$ cat config.mk
export PLATFORM = sky130hd
export DESIGN_NAME = multicycle_ctrl
export DESIGN_NICKNAME = d
export VERILOG_FILES = /design/src/rtl/multicycle_ctrl.sv
export SDC_FILE = /design/constraint.sdc
export NUM_CORES = 1
export LEC_CHECK = 0
export ABC_AREA = 1
export BUFFER_PORTS_ARGS = -buffer_cell sky130_fd_sc_hd__buf_4
export CELL_PAD_IN_SITES_DETAIL_PLACEMENT = 1
export CELL_PAD_IN_SITES_GLOBAL_PLACEMENT = 1
export CORE_UTILIZATION = 36
export CTS_CLUSTER_DIAMETER = 120
export CTS_CLUSTER_SIZE = 16
export DETAILED_ROUTE_END_ITERATION = 10
export PLACE_DENSITY_LB_ADDON = 0.1
export SETUP_SLACK_MARGIN = 0.3
export SLEW_MARGIN = 25
export SYNTH_ARGS = -nofsm -noshare
export SYNTH_HDL_FRONTEND = slang
export SYNTH_SLANG_ARGS = --single-unit
$ cat constraint.sdc
create_clock -name clk_i -period 1.9 [get_ports clk_i]
set_input_delay 0.38 -clock clk_i [delete_from_list [all_inputs] [get_ports clk_i]]
set_output_delay 0.38 -clock clk_i [all_outputs]
set_load 0.05 [all_outputs]
$ cat src/rtl/multicycle_ctrl.sv
// Moore control FSM for a shared-ALU multicycle MIPS datapath (fetch/decode/execute/memory/writeback).
// Optional addi support is enabled by defining MULTICYCLE_CTRL_ADDI_EN.
module multicycle_ctrl #(
  parameter int TIMEOUT = 16,
  parameter int TO_W    = 5,
  parameter int RET_W   = 32
) (
  input  logic             clk_i,
  input  logic             rst_i,
  input  logic             run_i,
  input  logic [5:0]       opcode_i,
  input  logic             zero_i,
  input  logic             mem_ready_i,
  output logic [2:0]       ALUOp_o,
  output logic             alu_src_a_o,
  output logic [1:0]       alu_src_b_o,
  output logic             pc_write_o,
  output logic             pc_write_cond_o,
  output logic             pc_src_o,
  output logic             iord_o,
  output logic             mem_read_o,
  output logic             mem_write_o,
  output logic             ir_write_o,
  output logic             reg_write_o,
  output logic             reg_dst_o,
  output logic             mem_to_reg_o,
  output logic [3:0]       state_o,
  output logic             illegal_o,
  output logic             timeout_o,
  output logic [RET_W-1:0] retired_o
);

  typedef enum logic [3:0] {
    IDLE    = 4'd0,
    FETCH   = 4'd1,
    DECODE  = 4'd2,
    EX_R    = 4'd3,
    EX_ADDR = 4'd4,
    EX_BEQ  = 4'd5,
    MEM_RD  = 4'd6,
    MEM_WR  = 4'd7,
    WB_R    = 4'd8,
`ifdef MULTICYCLE_CTRL_ADDI_EN
    WB_MEM  = 4'd9,
    EX_I    = 4'd10,
    WB_I    = 4'd11
`else
    WB_MEM  = 4'd9
`endif
  } state_e;

  localparam logic [5:0] OP_RTYPE = 6'b000000;
  localparam logic [5:0] OP_LW    = 6'b100011;
  localparam logic [5:0] OP_SW    = 6'b101011;
  localparam logic [5:0] OP_BEQ   = 6'b000100;
`ifdef MULTICYCLE_CTRL_ADDI_EN
  localparam logic [5:0] OP_ADDI  = 6'b001000;
`endif

  state_e             state_q, state_d;
  logic [TO_W-1:0]    to_cnt_q, to_cnt_d;
  logic [RET_W-1:0]   retired_q, retired_d;
  logic               mem_wait, to_hit, retire;

  // A memory state is "waiting" whenever it is not being served this cycle.
  assign mem_wait = ((state_q == FETCH) || (state_q == MEM_RD) || (state_q == MEM_WR))
                    && !mem_ready_i;
  assign to_hit   = mem_wait && (to_cnt_q == TO_W'(TIMEOUT - 1));

  always_ff @(posedge clk_i) begin
    if (rst_i) begin
      state_q   <= IDLE;
      to_cnt_q  <= '0;
      retired_q <= '0;
    end else begin
      state_q   <= state_d;
      to_cnt_q  <= to_cnt_d;
      retired_q <= retired_d;
    end
  end

  always_comb begin
    state_d         = state_q;
    retire          = 1'b0;
    ALUOp_o         = 3'b000;
    alu_src_a_o     = 1'b0;
    alu_src_b_o     = 2'b00;
    pc_write_o      = 1'b0;
    pc_write_cond_o = 1'b0;
    pc_src_o        = 1'b0;
    iord_o          = 1'b0;
    mem_read_o      = 1'b0;
    mem_write_o     = 1'b0;
    ir_write_o      = 1'b0;
    reg_write_o     = 1'b0;
    reg_dst_o       = 1'b0;
    mem_to_reg_o    = 1'b0;
    illegal_o       = 1'b0;
    timeout_o       = 1'b0;

    case (state_q)
      IDLE: if (run_i) state_d = FETCH;
      FETCH: begin
        mem_read_o  = 1'b1;
        alu_src_b_o = 2'b01;
        if (mem_ready_i) begin
          ir_write_o = 1'b1;
          pc_write_o = 1'b1;
          state_d    = DECODE;
        end else if (to_hit) begin
          timeout_o = 1'b1;
          state_d   = IDLE;
        end
      end
      DECODE: begin
        alu_src_b_o = 2'b11;
        case (opcode_i)
          OP_RTYPE:      state_d = EX_R;
          OP_LW, OP_SW:  state_d = EX_ADDR;
          OP_BEQ:        state_d = EX_BEQ;
`ifdef MULTICYCLE_CTRL_ADDI_EN
          OP_ADDI:       state_d = EX_I;
`endif
          default: begin
            illegal_o = 1'b1;
            state_d   = run_i ? FETCH : IDLE;
          end
        endcase
      end
      EX_R: begin
        alu_src_a_o = 1'b1;
        ALUOp_o     = 3'b010;
        state_d     = WB_R;
      end
      WB_R: begin
        reg_write_o = 1'b1;
        reg_dst_o   = 1'b1;
        retire      = 1'b1;
      end
      EX_ADDR: begin
        alu_src_a_o = 1'b1;
        alu_src_b_o = 2'b10;
        state_d     = (opcode_i == OP_LW) ? MEM_RD : MEM_WR;
      end
      MEM_RD: begin
        mem_read_o = 1'b1;
        iord_o     = 1'b1;
        if (mem_ready_i) begin
          state_d = WB_MEM;
        end else if (to_hit) begin
          timeout_o = 1'b1;
          state_d   = IDLE;
        end
      end
      WB_MEM: begin
        reg_write_o  = 1'b1;
        mem_to_reg_o = 1'b1;
        retire       = 1'b1;
      end
      MEM_WR: begin
        mem_write_o = 1'b1;
        iord_o      = 1'b1;
        if (mem_ready_i) begin
          retire = 1'b1;
        end else if (to_hit) begin
          timeout_o = 1'b1;
          state_d   = IDLE;
        end
      end
      EX_BEQ: begin
        alu_src_a_o     = 1'b1;
        ALUOp_o         = 3'b001;
        pc_write_cond_o = 1'b1;
        pc_src_o        = 1'b1;
        retire          = 1'b1;
      end
`ifdef MULTICYCLE_CTRL_ADDI_EN
      EX_I: begin
        alu_src_a_o = 1'b1;
        alu_src_b_o = 2'b10;
        state_d     = WB_I;
      end
      WB_I: begin
        reg_write_o = 1'b1;
        retire      = 1'b1;
      end
`endif
      default: state_d = IDLE;
    endcase

    if (retire) state_d = run_i ? FETCH : IDLE;
  end

  // Counter restarts whenever the state changes, so entering any memory state starts from zero.
  always_comb begin
    to_cnt_d = '0;
    if ((state_d == state_q) && mem_wait) to_cnt_d = to_cnt_q + TO_W'(1);
  end

  always_comb begin
    retired_d = retired_q;
    if (retire) retired_d = retired_q + RET_W'(1);
  end

  assign state_o   = state_q;
  assign retired_o = retired_q;

endmodule
==> results.tsv, run 1 <==
metric	value	unit
CTS tree	done	
H-tree Lvls	2	
yosys warns	0	
Routed wire per std cell	24.8	um
uppermost layer routed	met4	
number of port buffers	62	
Final Hold Fails	0	
crit path launch type	flop	
FF-to-FF path depth	12	
Final Non-Filler Cells	627	
DRC violations left	0	
Final ANT Viol Nets	0	
Final WS setup	-0.120	ns
CP startpoint	to_cnt_q[1]	
die height	86.0	um
critical path buffer and inverter count	2	
GRT Util Overall	26.2	%
register area	880	um^2
library cells used by synthesis	35	
Leakage	2.04	nW
GR Overflow Total	0	
clock buffer depth	2	
initial core utilization	37.3	%
mapped cell area	0.00254	mm^2
status	finished, violations left	
vias in the first global route	3175	
Yosys top cell by area	dfxtp_1	
met1 wire length	5400	um
switching pwr	0.491	mW
RR Endpoint	to_cnt_q[0]	
R2R Setup Slk	-0.12	ns
clock power share	36.4	%
worst path arrival time	2.23	ns
WP depth	12	
switch share	28.5	%
sequential area share after synthesis	32.3	%
Critical R2R Launch	to_cnt_q[1]	
logic gate share of total power	14.2	%
Pre-antenna DRT Iters	4	
cts bufs inserted	5	
fmax	495	MHz
skew final	0.0184	ns
wire length on met2	8140	um
post-synth top area share	32.3	%
post-layout util	71.0	%
Die X	86.0	um
Placed Cells	557	
Peak VDD IR	0.000378	V
RSZ-0062 raised after global routing	true	
failing checks	setup timing	
power density over cell area	358	mW/mm^2
Syn Nets	407	
clk slew on worst S/H paths	0.08	ns
Most used DFF post-synth	dfxtp_1	
Die Area	0.00739	mm^2
met3 wire length	795	um
share of power burned in registers	49.5	%
flip-flop and latch count after synthesis	41	
Worst path slowest cell	dfxtp_2	
via count	3596	
Crit Path Max Fanout	5	
Final Cycle Share	106	%
endpoints failing setup	13	
CP Capture Type	flop	
worst path cell trace	ha_4 > and3_4 > ha_4 > nand3_4 > buf_6 > buf_6 > nand2_2 > nand3_2 > nand2_4 > nand3_2 > nand3_4 > nor2_1	
Top-Level Pins	65	
drt total wl	15500	um
pre-CTS setup slack	0.0650	ns
area of the multi-input gates	0.00213	mm^2
Ant. Diodes	0	
Nets	544	
Critical Path Sink	to_cnt_q[0]	
Async S/R FF share, synth	0	%
WHS	0.479	ns
1st-iter DRT viols	209	
top cell family by delay on the critical path	simple AND/OR/NAND/NOR gates	
clock sink total	41	
clock latency on the worst-skew pair	0.33	ns
max_cap viols	0	
drt via density	5.74	
Slew Limit Fails	0	
global-route wire length before repair	15000	um
core area	0.00679	mm^2
largest net degree at the start of global routing	25	
initial antenna violation count	0	
number of flops mapped to enable cells by yosys	0	
routability cong.	0.889	
path type of the worst min-delay path	in -> reg	
Root Buffer	clkbuf_8	
Syn Inst Count	393	
total negative slack	-0.862	ns
layout cells sized above 1	59.1	%
Power Internal	1.23	mW
slowest stage delay, CP	0.38	ns
worst path required time	2.11	ns
Fillers	778	
row count	30	
Synth area leaders	dfxtp_1 32%, nand2_1 14%, nor2_1 9.8%	
post-synthesis area per instance	6.46	um^2
Area Overhead vs Synth	90.0	%
detailed placement HPWL	6110	um
CP Class	reg -> reg	
post-route minimum period	2.02	ns
[flip-flops by register name, summed over array words and instances, names as in the netlist]
name and flops:
retired_o 32, state_o 4, to_cnt_q 5
[per-stage QoR]
step	power, mW	cell area, um^2
6_report	1.73	4820
5_1_grt	1.77	4820
4_1_cts	1.66	3910
3_5_place_dp	1.03	3300
3_3_place_gp	1.03	3300
2_1_floorplan	0.980	2670
[worst min path at each step]
stage                  from      endpoint  slack (ns)  cells past startpoint
3_3_place_gp    to_cnt_q[0]   to_cnt_q[0]        0.43                      1
2_1_floorplan   to_cnt_q[0]   to_cnt_q[0]        0.42                      1
6_report              run_i    state_o[0]        0.48                      3
5_1_grt               run_i    state_o[0]        0.49                      3
3_5_place_dp   retired_o[0]  retired_o[0]        0.45                      1
4_1_cts               run_i    state_o[0]        0.41                      3
[tightest hold or removal path: stages]
cell and delay (ns):
buf_4 0.12, nand2_1 0.16, a21oi_1 0.09
[what timing repair did]
action,CTS,global route
pin swaps,25,46
gates cloned,0,3
buffers inserted,29,30
hold buffers,0,0
setup endpoints to repair,44,58
resized for setup,78,160
[synth_stat cells (4+ instances only)]
cell       n
nor2_1    66
a21oi_1   28
nor2_2     6
xor2_1    10
o21ai_0    9
nand4_1    9
nand3_1   22
dfxtp_1   41
inv_1     38
clkbuf_1   4
nand2_2    5
nand2_1   96
xnor2_1    7
nor3_1    15
buf_4      4
[power by group through the flow]
stage                     registers, mW  clock network (mW)  logic, mW
final                             0.854               0.628      0.244
after global placement            0.883                   0      0.144
after detailed placement          0.883                   0      0.147
after global routing              0.854               0.666      0.251
after CTS                         0.856               0.626      0.179
after floorplan                   0.889                   0     0.0917
[routing by layer]
layer / up-vias / track usage (%)
li1: 1530 / -
met1: 1757 / 26.9
met2: 202 / 51.0
met3: 107 / 3.95
met4: 0 / 12.7
met5: - / 0
[kinds of logic (layout without fill, tap and decap cells)]
| family | after synthesis | count (layout) | synth area share [%] |
|---|---|---|---|
| flip-flops | 41 | 41 | 32.3 |
| buffers and inverters | 55 | 193 | 9.57 |
| XOR/XNOR | 17 | 17 | 5.87 |
| adder cells (fa/ha/maj) | 3 | 3 | 1.48 |
| AND/OR/NAND/NOR | 234 | 234 | 42.0 |
| AO/OA/AOI/OAI | 42 | 42 | 8.58 |
| other | 1 | 1 | 0.148 |
[final cells by class]
type / instances / share of cell area, %
multi-input combinational: 297 / 44.3
sequential: 41 / 18.2
timing repair buffer: 143 / 29.0
tap: 96 / 2.49
inverter: 42 / 4.15
clock buffer: 8 / 1.87
[cells in the final DEF (no fill, tap or decap), types with 9 or more instances in the layout]
master,n
buf_4,94
nand2_1,64
nor2_1,37
inv_1,26
buf_6,25
nand2_2,24
nor2_4,22
a21oi_1,19
buf_8,17
dfxtp_2,17
nor2_2,14
dfxtp_1,14
nand3_1,13
nand2_4,11
xor2_1,10
dfxtp_4,10
nand3_4,9
nand4_1,9
Power figures use the tool's default switching activity.
==> inputs of run 2 (changes only) <==
Settings changed: TNS_END_PERCENT set to 50.
==> results.tsv, run 2 (same netlist as run 1, synthesis figures left out) <==
metric	value	unit	change
status	completed		
clock latency on the worst-skew pair	0.30	ns	-0.03 ns
drt via density	4.98		-13%
Slew Limit Fails	0		unchanged
clk slew on worst S/H paths	0.09	ns	about the same
clock sink total	41		unchanged
Final ANT Viol Nets	0		unchanged
Die Area	0.00739	mm^2	unchanged
post-layout util	57.4	%	-14 points
worst path required time	1.52	ns	-0.59 ns
number of port buffers	62		unchanged
GR Overflow Total	0		unchanged
cts bufs inserted	5		unchanged
routability cong.	0.864		-2.8%
Crit Path Max Fanout	5		unchanged
Final Cycle Share	96.5	%	-9.8 points
fmax	545	MHz	+10%
worst path arrival time	1.45	ns	-0.78 ns
Power, Total	1.63	mW	-5.4%
clock buffer depth	2		unchanged
endpoints failing setup	0		-13
DRC violations left	0		unchanged
Peak VDD IR	0.000217	V	-43%
layout cells sized above 1	44.5	%	-15 points
detailed placement HPWL	6290	um	+2.9%
power density over cell area	419	mW/mm^2	+17%
via count	2918		-19%
Top-Level Pins	65		unchanged
crit path launch type	flop		
RSZ-0062 raised after global routing	true		
post-route minimum period	1.83	ns	-0.187 ns
design area	0.00390	mm^2	-19%
drt total wl	9300	um	-40%
Root Buffer	clkbuf_8		
Fillers	872		+12%
Final Hold Fails	0		unchanged
vias in the first global route	2889		-9.0%
GRT Util Overall	23.1	%	-3.0 points
core area	0.00679	mm^2	unchanged
commonest non-fill, non-tap cell in the layout	buf_4		
largest net degree at the start of global routing	25		unchanged
post-placement cell area	0.00323	mm^2	-2.2%
Largest register FFs	32		unchanged
Leakage	1.65	nW	-19%
path type of the worst min-delay path	in -> reg		
CP Class	reg -> out		
CP Capture Type	output port		
Routed wire per std cell	15.9	um	-36%
Ant. Diodes	0		unchanged
Die X	86.0	um	unchanged
skew final	0.00983	ns	-0.00860 ns
initial core utilization	37.3	%	unchanged
Area Overhead vs Synth	53.6	%	
1st-iter DRT viols	79		-62%
Nets	503		-7.5%
row count	30		unchanged
total negative slack	0	ns	+0.862 ns
Pre-antenna DRT Iters	4		unchanged
global-route wire length before repair	13600	um	-9.6%
die height	86.0	um	unchanged
initial antenna violation count	0		unchanged
CTS tree	done		
WHS	0.435	ns	-0.0439 ns
H-tree Lvls	2		unchanged
max_cap viols	0		unchanged
most frequent cells in the layout	86 x buf_4, 81 x nand2_1, 47 x nor2_1		
==> run 2: changes by cell type in the layout (fill, tap and decap cells not counted), sizes merged <==
cell	delta
buf	-38
clkinvlp	-1
inv	+4
clkbuf	-6
==> run 2: layer usage <==
metal	wire length, um	up-vias	share of wire (%)	track usage, %
li1	-	1440	-	-
met1	3620	1402	39	25.1
met2	5250	58	56	45.8
met3	229	18	2.5	2.89
met4	193	0	2.1	7.42
met5	0	-	0	0
==> run 2: cell type report <==
class | instances | area (um^2) | area share, %
inverters | 42 | 170 | 4.37
well taps | 96 | 120 | 3.08
flip-flops and latches | 41 | 877 | 22.5
clock buffers | 5 | 68.8 | 1.77
multi-input cells | 297 | 1790 | 45.9
clock inverters | 3 | 17.5 | 0.449
repair buffers | 102 | 855 | 21.9
==> run 2: where the power goes <==
part	switching (mW)	internal [mW]
logic	0.118	0.0763
clock network	0.331	0.254
registers	0.00515	0.848
==> run 2: per-stage QoR <==
stage                     std cells  worst slack, ns
after floorplan                 393           0.0445
after global placement          551            0.164
after detailed placement        551           0.0727
after CTS                       569           0.0831
after global routing            586          -0.0111
final                           586           0.0663
==> run 2: what timing repair did <==
item | in CTS | in global routing
pin swaps | 9 | 20
gates resized for setup | 41 | 65
buffers inserted | 10 | 17
endpoints found under the setup margin | 48 | 56
hold buffers | 0 | 0
cloned | 0 | 0
==> run 2: path summary, 6_finish.rpt <==
path | start | to | slack [ns] | cells past startpoint
worst max-delay path | state_o[3] | timeout_o | 0.07 | 6
worst min register to register | retired_o[4] | retired_o[4] | 0.48 | 2
worst min-delay path | run_i | state_o[0] | 0.43 | 3
worst max register to register | state_o[3] | to_cnt_q[4] | 0.16 | 12
==> run 2: critical path: stages (launching register included) <==
cell     delay (ns)
dfxtp_4        0.38
nor2_4         0.18
nand3_4        0.16
nand2_4        0.12
nand3_4        0.10
inv_4          0.09
buf_8          0.14
==> inputs of run 3 (changes only) <==
--- a/config.mk
+++ b/config.mk
@@ -11,2 +11,3 @@
 export CELL_PAD_IN_SITES_GLOBAL_PLACEMENT = 1
+export CORE_ASPECT_RATIO = 1.5
 export CORE_UTILIZATION = 36
==> constraint.sdc (replaced) <==
create_clock -name clk_i -period 1.9 [get_ports clk_i]
set_input_delay 0 -clock clk_i [delete_from_list [all_inputs] [get_ports clk_i]]
set_output_delay 0 -clock clk_i [all_outputs]
set_load 0.05 [all_outputs]
==> results.tsv, run 3 (same netlist as run 1, synthesis figures left out) <==
metric	value	unit	change
row count	37		+23%
worst path cell trace	inv_4 > nand2_4 > buf_6 > nor2_2 > nand2_1 > inv_2 > nor2_4 > nand3_2 > nand2_4 > nand2_2 > nand2_2 > nand3_4 > nor2_2		
vias in the first global route	3034		+5.0%
Fillers	887		+1.7%
clock sink total	41		unchanged
RSZ-0062 raised after global routing	true		
post-placement cell area	0.00318	mm^2	-1.5%
CP Class	reg -> reg		
slowest stage delay, CP	0.41	ns	+0.03 ns
routability cong.	0.929		+7.6%
GR Overflow Total	0		unchanged
fmax	603	MHz	+11%
commonest non-fill, non-tap cell in the layout	buf_4		
worst path arrival time	1.90	ns	+0.45 ns
Slew Limit Fails	0		unchanged
Top-Level Pins	65		unchanged
core area	0.00685	mm^2	+0.85%
die height	105	um	+22%
Final Cycle Share	87.3	%	-9.2 points
FF-to-FF path depth	13		+1
max_cap viols	0		unchanged
Leakage	1.62	nW	-1.8%
Final Hold Fails	0		unchanged
Ant. Diodes	0		unchanged
CTS tree	done		
via count	2936		+0.62%
total negative slack	0	ns	unchanged
Final Non-Filler Cells	570		-2.7%
status	finished, violations left		
initial antenna violation count	0		unchanged
DRC violations left	14		+14
power density over cell area	459	mW/mm^2	+9.6%
GRT Util Overall	24.0	%	+0.83 points
clock buffer depth	2		unchanged
cts bufs inserted	5		unchanged
WHS	0.0593	ns	-0.375 ns
drt total wl	9020	um	-2.9%
worst path required time	2.15	ns	+0.63 ns
clock latency on the worst-skew pair	0.30	ns	about the same
detailed placement HPWL	6350	um	+1.1%
number of port buffers	62		unchanged
Die Area	0.00740	mm^2	about the same
drt via density	5.15		+3.4%
design area	0.00391	mm^2	+0.42%
clk slew on worst S/H paths	0.09	ns	about the same
most frequent cells in the layout	97 x buf_4, 79 x nand2_1, 42 x nor2_1		
crit path launch type	flop		
CP Capture Type	flop		
layout cells sized above 1	46.7	%	+2.3 points
Nets	505		+0.40%
global-route wire length before repair	14000	um	+3.6%
Crit Path Max Fanout	5		unchanged
Root Buffer	clkbuf_8		
Worst path slowest cell	dfxtp_4		
Routed wire per std cell	15.8	um	-0.22%
failing checks	DRC		
initial core utilization	37.0	%	-0.31 points
post-layout util	57.1	%	-0.24 points
1st-iter DRT viols	105		+33%
path type of the worst min-delay path	in -> reg		
endpoints failing setup	0		unchanged
Pre-antenna DRT Iters	7		+3
Worst Hold Path Cells	3		unchanged
Die X	70.6	um	-18%
Peak VDD IR	0.000251	V	+16%
Placed Cells	531		-3.6%
H-tree Lvls	2		unchanged
largest net degree at the start of global routing	26		+4.0%
Final ANT Viol Nets	0		unchanged
Largest register FFs	32		unchanged
skew final	0.00618	ns	-0.00364 ns
post-route minimum period	1.66	ns	-0.176 ns
Area Overhead vs Synth	54.2	%	
==> run 3: final timing paths <==
| check | startpoint | end | slack (ns) |
|---|---|---|---|
| hold / removal | run_i | state_o[0] | 0.06 |
| hold reg to reg | retired_o[7] | retired_o[7] | 0.49 |
| setup reg to reg | state_o[3] | to_cnt_q[4] | 0.24 |
| setup / recovery | state_o[3] | to_cnt_q[4] | 0.24 |
==> run 3: critical path, delay by kind of cell (launching register included) <==
family,cells,cell delay (ns)
buffers and inverters,3,0.24
AND/OR/NAND/NOR,10,0.94
flip-flops,1,0.41
==> run 3: metrics by stage <==
stage               setup slack, ns  power [mW]
floorplan                    0.0597       0.971
global placement              0.108        1.02
detailed placement           0.0410        1.02
CTS                           0.272        1.78
global route                  0.157        1.85
finish                        0.242        1.80
==> run 3: layout make-up <==
class / instances / area, um^2 / area share, %
Tap cell: 78 / 97.6 / 2.49
Timing Repair Buffer: 104 / 820 / 20.9
Inverter: 42 / 168 / 4.28
Sequential cell: 41 / 873 / 22.3
Clock buffer: 6 / 82.6 / 2.11
Multi-Input combinational cell: 297 / 1840 / 46.9
Clock inverter: 2 / 37.5 / 0.959
==> run 3: repair_timing <==
action,CTS,global route
cloned,0,0
hold buffers,0,0
buffers inserted,23,8
endpoints found under the setup margin,40,34
pin swaps,21,32
resized for setup,48,56
==> run 3: report_power, final <==
group | internal, mW | switching (mW) | leakage [nW]
registers | 0.851 | 0.00617 | 0.346
clock network | 0.428 | 0.329 | 0.0574
logic | 0.0657 | 0.118 | 1.21
total | 1.34 | 0.453 | 1.62
==> run 3: layer usage <==
| metal | GRT usage, % | share of wire, % |
|---|---|---|
| met5 | 0 | 0 |
| met4 | 9.86 | 3.0 |
| met3 | 2.22 | 2.4 |
| met2 | 49.4 | 58 |
| met1 | 23.4 | 37 |
